### config.mk
export PLATFORM = sky130hd
export DESIGN_NAME = led_chaser
export DESIGN_NICKNAME = d
export VERILOG_FILES = /design/src/rtl/led_chaser.sv
export SDC_FILE = /design/constraint.sdc
export NUM_CORES = 1
export LEC_CHECK = 0
export BUFFER_PORTS_ARGS = -buffer_cell sky130_fd_sc_hd__buf_2
export CAP_MARGIN = 10
export CORE_ASPECT_RATIO = 1.4
export CORE_UTILIZATION = 35
export DETAILED_ROUTE_END_ITERATION = 12
export GPL_TIMING_DRIVEN = 0
export SLEW_MARGIN = 20
export SYNTH_ARGS = -nofsm -noshare
export SYNTH_HDL_FRONTEND = slang
export SYNTH_SLANG_ARGS = --single-unit
### constraint.sdc
create_clock -name clk -period 4.7 [get_ports clk]
set_clock_uncertainty 0.1 [all_clocks]
set_input_delay 0.235 -clock clk [delete_from_list [all_inputs] [get_ports clk]]
set_output_delay 0.235 -clock clk [all_outputs]
set_load 0.05 [all_outputs]
### src/rtl/led_chaser.sv
// LED chaser: debounced start/pause button, run/pause FSM, four step patterns.
module led_chaser #(
    parameter int unsigned N_LED    = 8,
    parameter int unsigned TICK_DIV = 50000000,
    parameter int unsigned DEB_CYC  = 1000000
) (
    input  logic             clk,
    input  logic             rst_n,
    input  logic             btn_i,
    input  logic             stop_i,
    input  logic [1:0]       mode_i,
    output logic [N_LED-1:0] led_o,
    output logic             running_o,
    output logic             step_o
);

    localparam int unsigned TickW = $clog2(TICK_DIV);
    localparam int unsigned DebW  = $clog2(DEB_CYC + 1);
    // Arming needs DEB_CYC real low cycles plus the two reset zeros of the synchroniser.
    localparam int unsigned ArmW  = $clog2(DEB_CYC + 3);

    typedef enum logic [1:0] {StIdle, StRun, StPause} state_e;

    logic            sync1_q, sync2_q;
    logic            deb_q;
    logic [DebW-1:0] deb_cnt_q;
    logic            armed_q;
    logic [ArmW-1:0] arm_cnt_q;

    state_e             state_q;
    logic [N_LED-1:0]   led_q;
    logic [TickW-1:0]   tick_q;
    logic               left_q;
    logic               running_q;
    logic               step_q;

    logic             differ, accept, arm_hit, press;
    logic             tick_max, tick_pre;
    logic             onehot;
    logic [N_LED-1:0] start_pat;
    logic [N_LED-1:0] nxt_led;
    logic             nxt_left;

    // Debounce decisions and the press pulse (only a rising accept while armed).
    always_comb begin
        differ  = sync2_q ^ deb_q;
        accept  = differ && (deb_cnt_q == DebW'(DEB_CYC - 1));
        arm_hit = !armed_q && !deb_q && !sync2_q && (arm_cnt_q == ArmW'(DEB_CYC + 1));
        press   = accept && sync2_q && armed_q;
    end

    // Synchroniser, debounce counter and the post-reset arming guard.
    always_ff @(posedge clk or negedge rst_n) begin
        if (!rst_n) begin
            sync1_q   <= 1'b0;
            sync2_q   <= 1'b0;
            deb_q     <= 1'b0;
            deb_cnt_q <= '0;
            armed_q   <= 1'b0;
            arm_cnt_q <= '0;
        end else begin
            sync1_q <= btn_i;
            sync2_q <= sync1_q;
            if (accept || !differ) begin
                deb_cnt_q <= '0;
            end else begin
                deb_cnt_q <= deb_cnt_q + DebW'(1);
            end
            if (accept) begin
                deb_q <= sync2_q;
            end
            if (armed_q || deb_q || sync2_q) begin
                arm_cnt_q <= '0;
            end else if (!arm_hit) begin
                arm_cnt_q <= arm_cnt_q + ArmW'(1);
            end
            // A held button at reset release must be seen released before it can start us.
            if (arm_hit || (accept && !sync2_q)) begin
                armed_q <= 1'b1;
            end
        end
    end

    // Next pattern value for the current mode; non-one-hot input restarts the chase.
    always_comb begin
        tick_max  = (tick_q == TickW'(TICK_DIV - 1));
        tick_pre  = (tick_q == TickW'(TICK_DIV - 2));
        onehot    = $onehot(led_q);
        start_pat = (mode_i == 2'b01) ? {1'b1, {(N_LED - 1){1'b0}}} : N_LED'(1);
        nxt_led   = led_q;
        nxt_left  = left_q;
        unique case (mode_i)
            2'b00: nxt_led = onehot ? {led_q[N_LED-2:0], led_q[N_LED-1]} : start_pat;
            2'b01: nxt_led = onehot ? {led_q[0], led_q[N_LED-1:1]} : start_pat;
            2'b10: begin
                if (!onehot) begin
                    nxt_led  = start_pat;
                    nxt_left = 1'b1;
                end else if (left_q) begin
                    if (led_q[N_LED-1]) begin
                        nxt_left = 1'b0;
                        nxt_led  = led_q >> 1;
                    end else begin
                        nxt_led = led_q << 1;
                    end
                end else begin
                    if (led_q[0]) begin
                        nxt_left = 1'b1;
                        nxt_led  = led_q << 1;
                    end else begin
                        nxt_led = led_q >> 1;
                    end
                end
            end
            2'b11: nxt_led = (&led_q) ? N_LED'(1) : {led_q[N_LED-2:0], 1'b1};
            default: nxt_led = led_q;
        endcase
    end

    // Run/pause FSM with tick counter, pattern state and registered outputs.
    always_ff @(posedge clk or negedge rst_n) begin
        if (!rst_n) begin
            state_q   <= StIdle;
            led_q     <= '0;
            tick_q    <= '0;
            left_q    <= 1'b1;
            running_q <= 1'b0;
            step_q    <= 1'b0;
        end else if (stop_i) begin
            state_q   <= StIdle;
            led_q     <= '0;
            tick_q    <= '0;
            left_q    <= 1'b1;
            running_q <= 1'b0;
            step_q    <= 1'b0;
        end else begin
            case (state_q)
                StIdle: begin
                    step_q <= 1'b0;
                    if (press) begin
                        state_q   <= StRun;
                        led_q     <= start_pat;
                        tick_q    <= '0;
                        left_q    <= 1'b1;
                        running_q <= 1'b1;
                    end
                end
                StRun: begin
                    if (tick_max) begin
                        tick_q <= '0;
                        led_q  <= nxt_led;
                        left_q <= nxt_left;
                    end else begin
                        tick_q <= tick_q + TickW'(1);
                    end
                    if (press) begin
                        state_q   <= StPause;
                        running_q <= 1'b0;
                        step_q    <= 1'b0;
                    end else begin
                        running_q <= 1'b1;
                        step_q    <= tick_pre;
                    end
                end
                StPause: begin
                    if (press) begin
                        state_q   <= StRun;
                        running_q <= 1'b1;
                        // Counter was frozen; it may already sit on the last tick.
                        step_q    <= tick_max;
                    end else begin
                        step_q <= 1'b0;
                    end
                end
                default: begin
                    state_q   <= StIdle;
                    led_q     <= '0;
                    tick_q    <= '0;
                    running_q <= 1'b0;
                    step_q    <= 1'b0;
                end
            endcase
        end
    end

    assign led_o     = led_q;
    assign running_o = running_q;
    assign step_o    = step_q;

endmodule

==> out/qor.yml <==
status:
  outcome: "complete, no violations"
die:
  floorplan.initialDensity_pct: 35.7
  core_sq_um: 13900
  die_y_microns: 143
  die_area_sq_um: 14700
  io_pins: 16
  row_count: 51
  die_x_microns: 103
global_route:
  use_met3_pct: 3.18
  grt_util_all_layers_pct: 17.8
  grt_use_met1_pct: 21.3
  busiest_layer: "met2"
  antenna_found_initial: 0
  grt_pass1_vias: 4378
  grt_overflow: 0
  grt_pass1_wl_mm: 20.5
  grtUsageMet2_pct: 30.9
  grt_max_degree: 46
detailed_routing:
  wire_per_inst_microns: 15.5
  drc: 0
  drt_iter0_markers: 199
  routed_wl_mm: 12.2
  viasPerCell: 5.56
  dr.pass1.iters: 5
  vias: 4360
  ant_nets: 0
hold_path:
  holdCritPathClass: "input port to flip-flop"
timing:
  fin_ws_ns: 0.254
  min_period_over_period_pct: 94.6
  setup_viol: 0
  rsz0062_at_grt: "false"
  fin_setup_tns_ns: 0
  drv_slew: 0
  finalCriticalPeriod_ns: 4.45
  finalHoldViolCount: 0
  tightest_slew_ns: 0.887
  fmax_mhz: 225
  slew_headroom_pct: 40.3
  timing.hold.ws_ns: 0.254
critical_path:
  crit_family: "adder cells"
  cp-end-kind: "flip-flop"
  start_kind: "flip-flop"
  cp.depth: 13
  slowest_stage: "o41a_1"
  r2r_start: "led_o[1]"
  endpoint: "led_o[4]"
  r2r_slack_ns: 0.25
  startpoint: "led_o[1]"
  path_buf_inv: 3
  cp.required_ns: 4.86
  critPathMaxFanout: 9
  crit_top_cell: "fa_1"
  r2r_cells: 13
  rr_endpoint: "led_o[4]"
  crit_arrival_ns: 4.61
  critical_path_class: "flip-flop to flip-flop"
  path_cells: "inv_1 > fa_1 > fa_1 > fa_1 > inv_1 > ha_1 > inv_1 > fa_1 > nand2b_1 > o41a_1 > o41ai_2 > nand4_1 > a31oi_1"
  slowest_delay_ns: 0.57
clocking:
  cts_made_buffers: 9
  clockRootBuffer: "clkbuf_16"
  clkTransAtPathRegs_ns: 0.07
  htreeDepth: 3
  cts_buffer_depth: 2
  insertion_delay_ns: 0.35
  cts_tree: "built"
  cts.sinks: 83
yosys:
  synth_fp_nets: 586
  seq_area_frac_synth_pct: 41.8
  synthArstFlopShare_pct: 100
  synth-edff-count: 0
  avgSynthCellArea_sq_um: 8.84
  ys.flop_type: "dfrtp_1"
  synth_area_sq_um: 4970
  synth_cells: 562
  yosys_warnings: 0
  synthDistinctLibCells: 61
  synth_seq_cells: 83
power:
  p_leak_nw: 2.23
  power.density_nw_per_um2: 273
  vdd_drop_max_mv: 0.214
placement:
  port_buffers: 15
  dp.cells: 763
  dp_hpwl_mm: 8.77
  dp_worst_setup_slack_ns: -0.250
  gp_congestion: 0.847
cells_and_area:
  num_antenna_cells: 0
  final_cells: 784
  areaGrowthSynthToFinish_pct: 13.9
  final_nets: 618
  final_cell_mix: "81 x dfrtp_1, 66 x nor2_1, 45 x nand2_1, 34 x a21oi_1, 31 x o21ai_0"
  mostFrequentLayoutCell: "dfrtp_1"
  final_util_pct: 40.7
  drive_gt1_share_pct: 9.18
run:
  cap_violations: 0
area by class of cell:
| class | instances | area [sq um] |
|---|---|---|
| fill | 1418 | 8250 |
| sequential | 83 | 2080 |
| multi-input combinational | 430 | 2720 |
| timing repair buffer | 21 | 148 |
| inverter | 29 | 109 |
| clock inverter | 7 | 57.6 |
| clock buffer | 9 | 225 |
| buffer | 20 | 85.1 |
| tap | 185 | 231 |
synth_stat cells (6+ instances only):
| cell type | number | area share (%) |
|---|---|---|
| a21oi_1 | 34 | 3.4 |
| and2_1 | 6 | 0.76 |
| and3_1 | 9 | 1.1 |
| clkbuf_1 | 14 | 1.1 |
| dfrtp_1 | 82 | 41 |
| ha_1 | 14 | 3.5 |
| inv_1 | 29 | 2.2 |
| nand2_1 | 45 | 3.4 |
| nand3_1 | 28 | 2.8 |
| nand4_1 | 14 | 1.8 |
| nor2_1 | 66 | 5.0 |
| nor3_1 | 14 | 1.4 |
| nor4_1 | 9 | 1.1 |
| nor4b_1 | 6 | 1.1 |
| o21ai_0 | 32 | 3.2 |
| o31ai_1 | 11 | 1.7 |
| or2_2 | 6 | 0.76 |
| or3_1 | 13 | 1.6 |
| or4_1 | 12 | 1.8 |
| xnor2_1 | 19 | 3.4 |
| xor2_1 | 15 | 2.6 |
tightest hold or removal path, cell delays in order:
cell,delay [ns]
buf_2,0.10
nor2_1,0.08
a31o_2,0.24
logic make-up (layout without fill, tap and decap cells):
kind of cell	Yosys count	in the layout	share of synthesized area (%)
adder cells (fa/ha/maj)	18	18	5.14
AO/OA/AOI/OAI	120	120	15.4
multiplexers	5	5	1.03
flip-flops	83	83	41.8
buffers and inverters	49	86	3.90
XOR/XNOR	34	34	6.00
AND/OR/NAND/NOR	253	253	26.7
timing repair:
item / 4_1_cts / 5_1_grt
gates resized for setup: 1 / 4
setup buffers: 0 / 3
setup endpoints to repair: 3 / 4
hold buffers: 2 / 0
hold endpoints to repair: 38 / 0
pin swaps: 0 / 1
state kept, by name (all words and copies together), names as in the netlist:
signal and cells:
step_o 1, sync2_q 1, deb_cnt_q 20, sync1_q 1, state_q 2, deb_q 1, led_o 8, tick_q 26
left_q 1, armed_q 1, arm_cnt_q 20, running_o 1
worst min-delay path by stage:
| stage | startpoint | endpoint | slack, ns | depth (start not counted) |
|---|---|---|---|---|
| after floorplan | rst_n | arm_cnt_q[0] | -0.16 | 0 |
| after global placement | btn_i | sync1_q | 0.25 | 1 |
| after detailed placement | rst_n | deb_cnt_q[11] | 0.16 | 1 |
| after CTS | stop_i | state_q[0] | 0.24 | 3 |
| after global routing | stop_i | state_q[0] | 0.26 | 3 |
| final | stop_i | state_q[0] | 0.25 | 3 |
per-layer routing:
metal | vias up | share of wire [%]
met5 | - | 0
met4 | 0 | 2.1
met3 | 21 | 2.7
met2 | 78 | 51
met1 | 2171 | 44
li1 | 2090 | -
power by group:
part	total, W	switching (W)	internal, W	leakage, nW
Clock	0.000675	0.000311	0.000364	0.129
Sequential	0.000732	0.0000103	0.000721	1.14
Combinational	0.000137	0.0000905	0.0000468	0.959
Total	0.00154	0.000412	0.00113	2.23
through the flow:
stage               area [sq um]  power, W
floorplan                   4970  0.000814
global placement            5270  0.000858
detailed placement          5300  0.000865
CTS                         5610   0.00155
global route                5660   0.00161
finish                      5660   0.00154
Note: power is estimated with default switching activity, not from simulation.
